$ cat src/rtl/playback_sequencer.sv
// Step-clock and playback controller: turns a latched BPM into step ticks with a phase
// accumulator and counts pattern passes, handing play_en back to the keyboard interface.
module playback_sequencer #(
   parameter int unsigned CLK_HZ = 50_000_000,
   parameter int unsigned STEPS  = 16,
   parameter int unsigned STEP_W = 4
) (
   input  logic              CLOCK_50,
   input  logic              nReset,
   input  logic [9:0]        BPM,
   input  logic [6:0]        Loops,
   input  logic              Start,
   output logic              play_en,
   output logic              playing,
   output logic              step_tick,
   output logic [STEP_W-1:0] step_idx,
   output logic [6:0]        loop_idx,
   output logic              done
);

   // One step per beat: a boundary occurs whenever the accumulator crosses CLK_HZ*60.
   localparam logic [31:0]       DEN       = 32'(64'(CLK_HZ) * 64'd60);
   localparam logic [STEP_W-1:0] LAST_STEP = STEP_W'(STEPS - 1);

   typedef enum logic [1:0] {
      StIdle = 2'd0,
      StRun  = 2'd1,
      StDone = 2'd2
   } state_e;

   state_e      r_state;
   logic [31:0] r_acc;
   logic [9:0]  r_bpm;
   logic [6:0]  r_loops;

   logic [31:0] w_sum;
   logic        w_boundary;
   logic        w_last_loop;

   // acc < DEN <= 3e9 and bpm <= 1023, so the sum never wraps 32 bits.
   assign w_sum       = r_acc + {22'd0, r_bpm};
   assign w_boundary  = (w_sum >= DEN);
   assign w_last_loop = ((loop_idx + 7'd1) == r_loops);

   always_ff @(posedge CLOCK_50 or negedge nReset) begin
      if (!nReset) begin
         r_state   <= StIdle;
         r_acc     <= '0;
         r_bpm     <= '0;
         r_loops   <= '0;
         play_en   <= 1'b1;
         playing   <= 1'b0;
         step_tick <= 1'b0;
         step_idx  <= '0;
         loop_idx  <= '0;
         done      <= 1'b0;
      end else begin
         step_tick <= 1'b0;
         done      <= 1'b0;
         case (r_state)
            StIdle: begin
               play_en  <= 1'b1;
               playing  <= 1'b0;
               r_acc    <= '0;
               step_idx <= '0;
               loop_idx <= '0;
               if (Start && (BPM != '0)) begin
                  r_bpm     <= BPM;
                  r_loops   <= (Loops == '0) ? 7'd1 : Loops;
                  r_state   <= StRun;
                  playing   <= 1'b1;
                  step_tick <= 1'b1;
               end
            end
            StRun: begin
               // Abort wins over a boundary landing in the same cycle.
               if (!Start) begin
                  r_state  <= StIdle;
                  playing  <= 1'b0;
                  step_idx <= '0;
                  loop_idx <= '0;
               end else begin
                  r_acc <= w_boundary ? (w_sum - DEN) : w_sum;
                  if (w_boundary) begin
                     if (step_idx != LAST_STEP) begin
                        step_idx  <= step_idx + STEP_W'(1);
                        step_tick <= 1'b1;
                     end else if (w_last_loop) begin
                        r_state  <= StDone;
                        play_en  <= 1'b0;
                        playing  <= 1'b0;
                        done     <= 1'b1;
                        loop_idx <= r_loops;
                     end else begin
                        step_idx  <= '0;
                        loop_idx  <= loop_idx + 7'd1;
                        step_tick <= 1'b1;
                     end
                  end
               end
            end
            StDone: begin
               if (!Start) begin
                  r_state  <= StIdle;
                  play_en  <= 1'b1;
                  step_idx <= '0;
                  loop_idx <= '0;
               end
            end
            default: begin
               r_state  <= StIdle;
               r_acc    <= '0;
               play_en  <= 1'b1;
               playing  <= 1'b0;
               step_idx <= '0;
               loop_idx <= '0;
            end
         endcase
      end
   end

endmodule

$ cat config.mk
export PLATFORM = sky130hd
export DESIGN_NAME = playback_sequencer
export DESIGN_NICKNAME = d
export VERILOG_FILES = /design/src/rtl/playback_sequencer.sv
export SDC_FILE = /design/constraint.sdc
export NUM_CORES = 1
export LEC_CHECK = 0
export BUFFER_PORTS_ARGS = -buffer_cell sky130_fd_sc_hd__buf_2
export CORE_ASPECT_RATIO = 1.4
export CORE_UTILIZATION = 62
export CTS_BUF_LIST = sky130_fd_sc_hd__clkbuf_16
export DETAILED_ROUTE_END_ITERATION = 6
export PLACE_DENSITY = 0.83
export SYNTH_ARGS = -nofsm -noshare
export SYNTH_HDL_FRONTEND = slang
export SYNTH_SLANG_ARGS = --single-unit
$ cat constraint.sdc
create_clock -name CLOCK_50 -period 4.85 [get_ports CLOCK_50]
set_clock_uncertainty 0.05 [all_clocks]
set_input_delay 0.485 -clock CLOCK_50 [delete_from_list [all_inputs] [get_ports CLOCK_50]]
set_output_delay 0.485 -clock CLOCK_50 [all_outputs]
set_load 0.01 [all_outputs]
======== Yosys cells after proc, flatten, opt, wreduce, memory -nomap -nowiden ========
Index checks and enable logic that the tools add are counted.
cells by class
  reduce and logical (&&, ||, !) cells .... 11
  mux-type cells .......................... 42
  order comparisons ....................... 1
  bitwise logic cells ..................... 1
  add/sub/neg operators ................... 4
  equal/unequal tests ..................... 14
operators by type and width
  cell                    number
  $mux 32                 2
  $pmux 32 s2             1
  $mux 7                  6
  $add 32x10->32          1
  $ge 32x32->1 const B    1
  $sub 32x32->32 const B  1
  $mux 4                  5
  $mux 1                  16
  $pmux 7 s2              1
  $mux 2                  6
  $ne 2x2->1 const B      6
  $reduce_and 5->1        2
  $reduce_bool 10->1      1
  $ne 3x3->1 const B      3
  $ne 4x4->1 const B      2
  $pmux 4 s2              1
  $add 7x1->7 const B     1
  $eq 7x7->1              1
  $logic_not 7->1         1
  $pmux 2 s3              1
  $reduce_and 3->1        2
  $add 4x1->4 const B     1
  $pmux 1 s2              2
  $reduce_and 2->1        2
  7 further kinds         7
storage, ports and cells
  bits in registers ....................... 66
  logic and storage cells ................. 83
  output and inout port bits .............. 15
  input port bits ......................... 20

======== Logic depth before layout (Yosys ltp) ========
  depth in word-level cells ............... 7
  depth in mapped cells ................... 17
  mapped depth without buffers ............ 17

======== Least setup slack after synthesis ========
Ideal clock, no wire load.
  path kind ............................... register -> register
  start point ............................. register r_acc[8]
  end point ............................... register r_acc[29]
  buffers on the path ..................... 2
  required time ........................... 4722 ps
  period minus slack after synthesis ...... 3605 ps
  stages on the path, launching flop included .. 16
  arrival time ............................ 3477 ps
  library setup time ...................... 78 ps
  setup slack ............................. 1245 ps
  cell sequence ........................... dfrtp_1 -> ha_1 -> buf_4 -> a21o_1 -> or3_1 -> or3_1 -> and3_1 -> clkbuf_1 -> ha_1 -> a2111oi_0 -> a311oi_2 -> o21ai_0 -> o21ai_0 -> a31o_2 -> a211oi_1 -> o21bai_1
on the way
  word-level cells in the longest chain between the ends .. 5
  elaborated cells on any way between the ends .. 6
  those cells by class .................... 2 x add/sub; 1 x order compare; 3 x mux
RTL lines
  element                                         line    text
  from (decl)                                     32      logic [31:0] r_acc;
  from (signal assigned)                          83      r_acc <= w_boundary ? (w_sum - DEN) : w_sum;
  $add 32x10->32 (*)                              41      assign w_sum = r_acc + {22'd0, r_bpm};
  $sub 32x32->32 or $ge 32x32->1 (tied branches)  83, 42
  $mux 32 (*)                                     83
  $mux 32 (*)                                     77      if (!Start) begin
  $pmux 32 s2 (*)                                 60      case (r_state)
Every way passes the cells marked *; elsewhere a longest branch is shown, timed or not. The select of a mux whose other input is x is not followed.
A chain may end at the register's enable or synchronous reset.

======== Worst setup path after layout ========
  start point ............................. register r_acc[0]
  end point ............................... register playing
on the way
  word-level cells in the longest chain between the ends .. 4
RTL lines
  element                            line  text
  $add 32x10->32                     41
  $ge 32x32->1                       42    assign w_boundary = (w_sum >= DEN);
  $ne 3x3->1 (no source line)        --
  $reduce_and 4->1 (no source line)  --
  to (signal assigned)               52    playing <= 1'b0;
  to (signal assigned)               63    playing <= 1'b0;
  to (signal assigned)               71    playing <= 1'b1;
  to (decl)                          14    output logic playing,
Every way passes these cells.

==> summary.txt <==
STA
  – Relative slew slack: 39.3%
  – Unrepaired setup endpoints after global routing: false
  – Setup violations, final: 0
  – Setup TNS: 0 ns
  – Final Hold Fails: 0
  – Worst-margin pin slew: between 0.9 and 1 ns
  – Final min period: between 4 and 5 ns
  – FMAX: 230 MHz
  – Count of pins over their slew limit: 0
  – Final WS setup: 0.493 ns
  – Period utilization: 89.8%

Setup path
  – Worst r2r src: r_acc[0]
  – Critical path class: flop to flop
  – Cell repeated most along the worst path: a21o_1
  – CP max stage cell: a21boi_2
  – Crit end category: flop
  – CP max FO: 22
  – Max incr delay on CP: 0.51 ns
  – Arr. time, crit path: 4.53 ns
  – Crit-path cells: ha_1, inv_1, fa_1, nor2b_1, o2111ai_1, a21boi_2, o21ai_0, xor2_1, a2111oi_2, nand4_1, o21bai_2, buf_4, nand3_1, a21o_1, a21o_1
  – CP required: between 5 and 6 ns
  – Startpoint Class: flop
  – CP Launch Point: r_acc[0]

Global routing
  – Antenna violations before repair: 0
  – Largest net degree at the start of global routing: 67
  – Overflow after GRT: 0
  – Vias in the first global route: 4719
  – Global Route Usage Sum: between 30% and 40%
  – First-pass GRT wire length: 22700 µm

Logic synthesis
  – Register bit total from synthesis: 66
  – Post-synth top area cell: dfrtp_1
  – Synth top area share: between 30% and 40%
  – Synth area leaders: dfrtp_1, xnor2_1, o21ai_0
  – Mapped Area: 0.00503 mm²
  – Register area share after synthesis: 32.9%
  – Primary FF master, synth: dfrtp_1
  – Synthesized Nets: ~610
  – Cell count after synthesis: 577
  – Most frequent cells after synthesis: dfrtp_1, nand2_1, o21ai_0
  – Mean Syn Cell Area: roughly 8.7 µm²
  – Synth cell types: 83
  – Top-count cell post-synth: dfrtp_1
  – FFs w/ async S/R, synth: 100%
  – Post-synth EDFFs: 0
  – Number of synthesis warnings: 0

Finish
  – Fillers: 604
  – FF+latch area: 0.00165 mm²
  – Area of the multi-input gates: ~0.0032 mm²
  – Layout cell share with drive strength beyond 1: 16.6%
  – Layout Nets: 633
  – P&R area growth vs syn: 10.4%
  – Antenna Diode Count: 0

Place
  – GP Congestion: 0.903
  – Port Buf Inserts: 34
  – Setup WS pre-CTS: ~0.65 ns
  – Dpl hpwl: between 9000 and 10000 µm

Die
  – Die height: 109 µm
  – IO Pins: 35
  – Row Count: 38
  – Die X: 78.1 µm
  – CORE AREA: 0.00780 mm²
  – Initial cell density of the core: 64.5%
  – Die ar.: between 0.008 and 0.009 mm²

Detailed routing
  – Via-to-Cell Ratio: 6.82
  – Via count: 4798
  – DR WL/cell: 19.2 µm
  – Iter 0 DRT Violations: 407
  – DRT Wirelength: about 13000 µm
  – Detailed Routing Iterations Pass 1: 5
  – Antenna Nets Post-Route: 0
  – DRC Markers: 0

Outcome
  – Status: complete, no violations

Worst hold path
  – Min-delay worst type: input pin to async pin

Power and ir drop
  – Leak: 2.30 nW
  – Max VDD drop: between 0.3 and 0.4 mV
  – Power Dens Cells: approximately 350 mW/mm²

Clocking
  – CTS tree: done
  – Post-cts resize count: 0
  – CTS root buf: clkbuf_16
  – Clock transition at the registers of the reported paths: 0.06 ns
  – Post-CTS Repair Setup Buffers: 0
  – Clock Sinks: 66
  – Total CTS buffers: 9
  – Clk Latency, worst-skew pair: roughly 0.34 ns
  – Hold-fix buffers, CTS: 0
  – CTS HTree Levels: 3
  – Clock Path Buffers: 2

Run
  – Max Cap Viol: 0
## through the flow
stage          utilization (%)  hold slack (ns)  instance area, µm²  total power, mW  std cells
5_1_grt                   71.2            0.329                5550             2.04        704
3_3_place_gp              67.1            0.415                5230             1.22        688
2_1_floorplan                -            0.139                5030             1.10        577
4_1_cts                   71.2            0.292                5550             1.95        704
3_5_place_dp              67.1            0.410                5230             1.25        688
6_report                  71.2            0.274                5550             1.96        704
## placed cells by master (no fill, tap or decap), types with 5 or more instances in the layout
| cell type | synthesis | final |
|---|---|---|
| xor2_1 | 11 | 11 |
| nor2b_1 | 6 | 6 |
| o21a_1 | 9 | 9 |
| o21ai_1 | 7 | 6 |
| or3_1 | 10 | 10 |
| o31ai_1 | 5 | 5 |
| a211o_1 | 8 | 8 |
| o211ai_1 | 6 | 6 |
| nand2b_1 | 5 | 5 |
| and3_1 | 10 | 10 |
| nand3_1 | 26 | 26 |
| and2_1 | 6 | 6 |
| a211oi_1 | 15 | 15 |
| buf_4 | 2 | 9 |
| mux2_2 | 15 | 15 |
| a21o_1 | 13 | 13 |
| buf_2 | 7 | 34 |
| ha_1 | 13 | 13 |
| a21oi_1 | 25 | 25 |
| nor2_1 | 37 | 37 |
| dfrtp_1 | 65 | 65 |
| nand2_1 | 48 | 48 |
| a31oi_1 | 10 | 10 |
| clkbuf_16 | 0 | 9 |
| inv_1 | 15 | 15 |
| o21bai_1 | 5 | 5 |
| nor3_1 | 12 | 12 |
| o21ai_0 | 48 | 48 |
| nor4_1 | 5 | 5 |
| nand4_1 | 11 | 11 |
| xnor2_1 | 29 | 29 |
## sequential cells by signal, indices dropped and copies added, names as in the netlist
signal	count
r_state	2
play_en	1
step_idx	4
r_bpm	10
r_acc	32
playing	1
loop_idx	7
step_tick	1
done	1
r_loops	7
## worst paths after layout
kind	endpoint	slack, ns	cells past startpoint
min in group CLOCK_50	r_bpm[1]	0.32	3
hold reg to reg	r_acc[4]	0.45	2
setup reg to reg	playing	0.49	15
hold / removal	r_acc[17]	0.27	2
setup / recovery	playing	0.49	15
max in group asynchronous	r_acc[31]	3.90	2
## worst max-delay path: cells and delay by family, from the launching register on
family	cells	cell delay, ns
AOI/OAI and AO/OA	7	2.03
and+or+nand+nor	3	0.62
adders and majority gates	2	0.59
DFF	1	0.36
buffers and inverters	2	0.35
xor gates and xnor gates	1	0.25
## cells by family (layout without fill, tap and decap cells)
logic type               count (synthesis)  after routing  share of synthesized area (%)
flip-flops                              66             66                           32.9
buffers and inverters                   47             74                           4.48
XOR/XNOR                                40             40                           6.97
adder cells (fa/ha/maj)                 14             14                           3.63
AND/OR/NAND/NOR                        199            199                           21.0
multiplexers                            17             17                           3.76
AO/OA/AOI/OAI                          194            194                           27.3
## power by group
group / internal [mW] / total [mW] / switching (mW)
combinational: 0.229 / 0.598 / 0.369
sequential: 0.613 / 0.662 / 0.0484
clock: 0.448 / 0.703 / 0.255
total: 1.29 / 1.96 / 0.672
## routing by layer
layer	vias up	share of wire, %	global-route usage, %
met5	-	0	0
met4	0	4.5	18.9
met3	63	6.4	7.43
met2	236	50	59.1
met1	2295	39	39.8
li1	2204	-	-
## layout make-up
type	instances	area share, %
repair buffers	43	4.28
clock inverters	7	1.69
inverters	15	1.01
multi-input cells	464	56.9
well taps	100	2.25
clock buffers	9	4.06
flip-flops and latches	66	29.8
No activity file was read; power rests on OpenSTA's default activity.
